==> src/rtl/mux2_rr_pkg.sv <==
// ----------------------------------------------------------------------------
// mux2_rr_pkg
// Shared definitions for the two-channel round-robin arbiter:
//   DW_DEF   - default data width of every data port
//   ostate_t - output stage state (O_EMPTY / O_FULL)
//   SEL_A/B  - grant select encoding, same polarity as the multiplexor select
//              and as the priority register (1 = channel A)
// ----------------------------------------------------------------------------
package mux2_rr_pkg;

   localparam int DW_DEF = 2;

   typedef enum logic {
      O_EMPTY = 1'b0,
      O_FULL  = 1'b1
   } ostate_t;

   localparam logic SEL_A = 1'b1;
   localparam logic SEL_B = 1'b0;

endpackage : mux2_rr_pkg

==> src/rtl/mux2_rr_arbiter_mux.sv <==
// ----------------------------------------------------------------------------
// mux2_rr_arbiter_mux
// Two-input data multiplexor used on the arbiter output path.
// Ports:
//   input_x  in  1   select (SEL_A picks input_a, SEL_B picks input_b)
//   input_a  in  DW  candidate word from channel A
//   input_b  in  DW  candidate word from channel B
//   output_y out DW  selected word
// ----------------------------------------------------------------------------
module mux2_rr_arbiter_mux
   import mux2_rr_pkg::*;
#(
   parameter int DW = DW_DEF
) (
   input  logic          input_x,
   input  logic [DW-1:0] input_a,
   input  logic [DW-1:0] input_b,
   output logic [DW-1:0] output_y
);

   assign output_y = (input_x == SEL_A) ? input_a : input_b;

endmodule : mux2_rr_arbiter_mux

==> src/rtl/mux2_rr_arbiter.sv <==
// ----------------------------------------------------------------------------
// mux2_rr_arbiter
// Merges two valid/ready channels into one output stream. Each channel has a
// one-entry skid buffer; a round-robin priority register decides which full
// buffer feeds the registered output stage. All outputs come from flops.
// Ports:
//   clk, rst_n          clock, asynchronous active-low reset
//   a_valid/a_data      channel A request and word; a_ready = buffer A empty
//   b_valid/b_data      channel B request and word; b_ready = buffer B empty
//   out_valid/out_data  granted word held until out_ready
//   out_src             origin of out_data (1 = A, 0 = B)
//   out_ready           consumer accepts the current word
// ----------------------------------------------------------------------------
module mux2_rr_arbiter
   import mux2_rr_pkg::*;
#(
   parameter int DW = DW_DEF
) (
   input  logic          clk,
   input  logic          rst_n,
   input  logic          a_valid,
   input  logic [DW-1:0] a_data,
   output logic          a_ready,
   input  logic          b_valid,
   input  logic [DW-1:0] b_data,
   output logic          b_ready,
   output logic          out_valid,
   output logic [DW-1:0] out_data,
   output logic          out_src,
   input  logic          out_ready
);

   // buffer stage: vld_x_p0 is the buffer full flag
   logic          vld_a_p0, vld_b_p0;
   logic [DW-1:0] data_a_p0, data_b_p0;

   // output stage
   ostate_t       state_p1, state_nxt;
   logic [DW-1:0] data_p1;
   logic          src_p1;

   logic          pri;       // SEL_A: A wins a tie
   logic          load;
   logic          grant_a;
   logic          sel;
   logic [DW-1:0] mux_y;

   assign a_ready = !vld_a_p0;
   assign b_ready = !vld_b_p0;

   // Output may take a word when it is empty or its word leaves this edge.
   assign load    = ((state_p1 == O_EMPTY) || out_ready) && (vld_a_p0 || vld_b_p0);
   assign grant_a = vld_a_p0 && (!vld_b_p0 || (pri == SEL_A));
   assign sel     = grant_a ? SEL_A : SEL_B;

   mux2_rr_arbiter_mux #(.DW(DW)) u_mux (
      .input_x  (sel),
      .input_a  (data_a_p0),
      .input_b  (data_b_p0),
      .output_y (mux_y)
   );

   // ---- stage p0: channel buffers ----
   // Set and clear never collide: a buffer only accepts while empty and is
   // only granted while full.
   always_ff @(posedge clk or negedge rst_n) begin
      if (!rst_n) begin
         vld_a_p0 <= 1'b0;
         vld_b_p0 <= 1'b0;
      end else begin
         if (a_valid && a_ready)
            vld_a_p0 <= 1'b1;
         else if (load && grant_a)
            vld_a_p0 <= 1'b0;
         if (b_valid && b_ready)
            vld_b_p0 <= 1'b1;
         else if (load && !grant_a)
            vld_b_p0 <= 1'b0;
      end
   end

   // Buffered words are qualified by the full flags, so they need no reset.
   always_ff @(posedge clk) begin
      if (a_valid && a_ready)
         data_a_p0 <= a_data;
      if (b_valid && b_ready)
         data_b_p0 <= b_data;
   end

   // ---- stage p1: output register and priority ----
   always_ff @(posedge clk or negedge rst_n) begin
      if (!rst_n) begin
         data_p1 <= '0;
         src_p1  <= SEL_B;
         pri     <= SEL_A;
      end else if (load) begin
         data_p1 <= mux_y;
         src_p1  <= sel;
         pri     <= ~sel;   // next tie goes to the channel just passed over
      end
   end

   // Output FSM: state register
   always_ff @(posedge clk or negedge rst_n) begin
      if (!rst_n)
         state_p1 <= O_EMPTY;
      else
         state_p1 <= state_nxt;
   end

   // Output FSM: next state
   always_comb begin
      state_nxt = state_p1;
      case (state_p1)
         O_EMPTY: if (load)               state_nxt = O_FULL;
         O_FULL:  if (out_ready && !load) state_nxt = O_EMPTY;
         default:                         state_nxt = O_EMPTY;
      endcase
   end

   // Output FSM: outputs
   always_comb begin
      out_valid = (state_p1 == O_FULL);
      out_data  = data_p1;
      out_src   = src_p1;
   end

endmodule : mux2_rr_arbiter

==> config.mk <==
export PLATFORM = sky130hd
export DESIGN_NAME = mux2_rr_arbiter
export DESIGN_NICKNAME = d
export VERILOG_FILES = /design/src/rtl/mux2_rr_pkg.sv /design/src/rtl/mux2_rr_arbiter_mux.sv /design/src/rtl/mux2_rr_arbiter.sv
export SDC_FILE = /design/constraint.sdc
export NUM_CORES = 1
export LEC_CHECK = 0
export ABC_CLOCK_PERIOD_IN_PS = 1100
export CORE_AREA = 4 4 41 43
export CTS_CLUSTER_SIZE = 8
export DETAILED_ROUTE_END_ITERATION = 10
export DIE_AREA = 0 0 45 47
export PLACE_DENSITY = 0.66
export SLEW_MARGIN = 10
export SYNTH_ARGS = -nofsm -noshare
export SYNTH_HDL_FRONTEND = slang
export SYNTH_SLANG_ARGS = --single-unit
==> constraint.sdc <==
create_clock -name clk -period 1.1 [get_ports clk]
set_input_delay 0.22 -clock clk [delete_from_list [all_inputs] [get_ports clk]]
set_output_delay 0.22 -clock clk [all_outputs]
set_load 0.05 [all_outputs]
Word level (Yosys, flattened, before mapping)
Cells that the tools add are included.
{ "classes": {"mul": 0, "reduce_logical": 16, "addsub": 0, "n_div": 0, "muxes": 9, "shifts": 0, "n_lt_le_gt_ge": 0, "eq_ne": 0, "bitwise_logic": 2} }
{ "op_table": {"columns": ["operator", "count"], "rows": [
  ["logical AND 1 bit", 7],
  ["2-to-1 mux 1 bit", 7],
  ["logical NOT 1 bit", 4],
  ["nonzero test 2 bit", 2],
  ["logical OR 1 bit", 3],
  ["2-to-1 mux 2 bit", 1],
  ["inverter 1 bit", 2],
  ["case mux 1 bit (2 select lines)", 1]
]} }
{ "totals": {"romBits": 0, "mem_count": 0, "out_inout_bits": 6, "register_bits": 11, "inputBits": 9, "ram_bits": 0, "latch_bits": 0, "elab_cells": 35} }

Depth between registers and ports, before layout
{ "depth": {"word_depth": 7, "depth_mapped": 4} }

Cells and area by module
A second synthesis with hierarchy kept.
{ "unflattened": {"hier_cells": 34, "hier_area_um2": 478.0} }
{ "by_module_without_submodules": {"columns": ["module", "cells_per_inst", "instances", "seq_area_each_um2", "area_per_inst_um2"], "rows": [
  ["mux2_rr_arbiter", 32, 1, 296.5, 455.4],
  ["mux2_rr_arbiter_mux", 2, 1, 0.0, 22.5]
]} }

Worst setup path after synthesis
No wires, ideal clock.
{ "synth_timing": {"path_type": "register -> register", "startpoint": "register state_p1, in the netlist out_valid", "endpoint": "register data_p1[0], in the netlist out_data[0]", "setup_ns": 0.126, "arrival_ns": 1.313, "required_time_ns": 0.974, "n_path_buf": 0, "setup_slack_ns": -0.339, "stages_incl_launch_ff": 4, "cell_sequence": "dfrtp_1 > nor2b_2 > a21o_1 > a221o_1"} }
{ "synth_between": {"elab_chain_cells": 3} }
{ "synth_lines": {"columns": ["element", "line_no", "source"], "rows": [
  ["start: declaration", "mux2_rr_arbiter.sv:38", "ostate_t state_p1, state_nxt;"],
  ["start signal: assignment", "mux2_rr_arbiter.sv:108", "state_p1 <= state_nxt;"],
  ["inverter 1 bit", null, null],
  ["logical OR 1 bit", "mux2_rr_arbiter.sv:52", "assign load = ((state_p1 == O_EMPTY) || out_ready) && (vld_a_p0 || vld_b_p0);"],
  ["logical AND 1 bit", "mux2_rr_arbiter.sv:52", null],
  ["end signal: assignment", "mux2_rr_arbiter.sv:97", "data_p1 <= mux_y;"],
  ["end: declaration", "mux2_rr_arbiter.sv:39", "logic [DW-1:0] data_p1;"]
]} }
No other way between the ends.
A chain may end at the register's enable or synchronous reset.

Worst setup path in the final report
{ "layout_timing": {"startpoint": "register vld_b_p0", "endpoint": "output port b_ready"} }
{ "layout_between": {"elab_chain_cells": 1} }
{ "layout_lines": {"columns": ["element", "line_no", "source"], "rows": [
  ["start: declaration", "mux2_rr_arbiter.sv:34", "logic vld_a_p0, vld_b_p0;"],
  ["start signal: assignment", "mux2_rr_arbiter.sv:69", "vld_b_p0 <= 1'b0;"],
  ["start signal: assignment", "mux2_rr_arbiter.sv:76", "vld_b_p0 <= 1'b1;"],
  ["start signal: assignment", "mux2_rr_arbiter.sv:78", "vld_b_p0 <= 1'b0;"],
  ["logical NOT 1 bit", "mux2_rr_arbiter.sv:49", "assign b_ready = !vld_b_p0;"],
  ["end: declaration", "mux2_rr_arbiter.sv:26", "output logic b_ready,"]
]} }
No other way between the ends.

==> results.yml <==
synthesis:
  synth_area_um2: 450
  synth_edf_count: 4
  ys_ff_latch: 11
  ys_seq_area_frac: 0.658
  post_synth.cell_area_avg_um2: 13.2
  postSynthCellCount: 34
  async_reset_ff_frac: 0.636
  syn-num-nets: 43
  ys.flop_type: "dfrtp_1"
  yosysUniqueCellTypes: 18
  synth_warnings: 0
die:
  fp-row-count: 13
  die_h_um: 47
  initial_core_util: 0.346
  boundaryPins: 15
  dieArea_um2: 2120
  core_um2: 1300
  die_x_um: 45
global_route:
  track_usage: 0.102
  grt_pass1_vias: 360
  antenna_found_initial: 0
  grt_pass1_wl_um: 1460
  overflow: 0
  grt_max_degree: 8
clock_network:
  worstSkewPairLatency_ns: 0.26
  clock_sinks: 11
  cts_tree: "yes"
  cts_buffer_depth: 2
  h-tree-depth: 1
  cts-root-buf: "clkbuf_4"
  path_clk_slew_ns: 0.07
  holdBufCountCts: 0
  cts_made_buffers: 3
route:
  antenna_left: 0
  drtPass1Iterations: 3
  vias: 366
  post_drt_via_cell_ratio: 4.69
  wl_per_cell_um: 13.6
  drtIter0Drc: 4
  totalWireLength_um: 1060
  drc: 0
setup_path:
  endpoint_kind: "primary output"
  timing.rr.start: "vld_b_p0$_DFFE_PN0P_"
  r2r-end: "out_data[1]$_DFFE_PN0P_"
  critPathLaunch: "vld_b_p0$_DFFE_PN0P_"
  crit_type: "register to primary output"
  reg2reg_depth: 4
  crit_arrival_ns: 0.99
  critical_path_required_ns: 0.88
  critPathTopFamily: "flip-flops"
  path_max_fanout: 3
  reg2reg_slack_ns: -0.10
  cpPeakStageDelay_ns: 0.41
  critPathLaunchType: "register"
  path_cells: "inv_2 > buf_6 > buf_12"
  cp.buffers_inverters: 3
  cp_slowest_cell: "dfrtp_1"
cells_and_area:
  final_util: 0.634
  drive_above_1_share: 0.540
  seqCellArea_um2: 298
  multi_input_area_um2: 166
  final_common_cell: "buf_4"
  n_antenna_cell: 0
  area_growth_pct: 83.1
  most-common-layout-cells: "buf_4 (8), clkdlybuf4s50_1 (7), buf_12 (6), dfrtp_1 (5)"
  nets: 73
  nFillCells: 113
  fin_cells: 78
power:
  powerDensity_nw_per_um2: 3160
  p_total_w: 0.00260
  leakagePower_nw: 0.371
  vdd_drop_max_v: 0.00112
placed_design:
  gp_congestion: 0.679
  dp_cells: 68
  portBuffers: 14
timing:
  fmax_mhz: 829
  slew_viol_final: 0
  rsz0062_at_grt: "yes"
  clock_skew_ns: 0.00433
  period_share: 1.10
  tightest_slew_ns: 0.333
  fin_ws_ns: -0.106
  fin_hold_ws_ns: 0.215
  finalCriticalPeriod_ns: 1.21
  slew-limit-headroom: 0.777
  final-setup-viol-count: 11
  finalHoldViolCount: 0
outcome:
  violations: "negative setup slack"
  outcome: "finished, violations left"
hold_path:
  holdCritPathClass: "primary input to asynchronous set/reset pin"
flow_run:
  maxCapViolCount: 0
==> cell families after synthesis <==
group | share of synthesized area
flip-flops | 0.658
AO/OA/AOI/OAI | 0.142
AND/OR/NAND/NOR | 0.158
buffers and inverters | 0.0417
==> where the power goes <==
| group | switching, W | total [W] | internal, W |
|---|---|---|---|
| Sequential | 0.000134 | 0.000724 | 0.000589 |
| Combinational | 0.000749 | 0.00161 | 0.000860 |
| Clock | 0.000131 | 0.000271 | 0.000140 |
| Total | 0.00101 | 0.00260 | 0.00159 |
==> flip-flops by register name (all words and copies together), names as in the netlist <==
signal     flops
vld_a_p0       1
vld_b_p0       1
data_b_p0      2
out_src        1
pri            1
out_valid      1
out_data       2
data_a_p0      2
==> timing repair <==
action	4_1_cts	5_1_grt
pin swaps	1	2
gates resized for setup	5	6
buffers inserted	4	2
setup endpoints to repair	4	10
==> worst max path at each step <==
stage	endpoint	cells past startpoint
2_1_floorplan	out_data[0]$_DFFE_PN0P_	3
3_3_place_gp	out_data[1]$_DFFE_PN0P_	4
3_5_place_dp	out_data[0]$_DFFE_PN0P_	4
4_1_cts	b_ready	3
5_1_grt	b_ready	3
6_report	b_ready	3
==> final cells by class <==
cell class,instances,area share
Sequential cell,11,0.361
Tap cell,15,0.0228
Clock buffer,4,0.0319
Multi-Input combinational cell,20,0.202
Inverter,2,0.00910
Timing Repair Buffer,26,0.373
==> cell usage after synthesis (2+ instances only) <==
library cell | n | area share
dfrtp_1 | 6 | 0.33
edfxtp_1 | 4 | 0.27
nor2_1 | 4 | 0.033
a221o_1 | 2 | 0.044
inv_2 | 2 | 0.017
nand2_1 | 2 | 0.017
nor2b_2 | 2 | 0.039
nor3_1 | 2 | 0.022
==> per-layer routing <==
layer | wire length, µm | GRT usage | vias up
met3 | 63 | 0.0230 | 0
li1 | - | - | 179
met1 | 416 | 0.103 | 176
met2 | 581 | 0.186 | 11
met5 | 0 | 0 | -
met4 | 0 | 0.0702 | 0
==> metrics by stage <==
step,area (µm²),setup TNS (ns),worst slack (ns)
after floorplan,457,-0.452,-0.176
after global placement,709,-1.75,-0.316
after detailed placement,709,-1.78,-0.317
after CTS,783,-0.316,-0.0953
after global routing,825,-0.979,-0.134
final,825,-0.641,-0.106
Power figures use the tool's default switching activity.
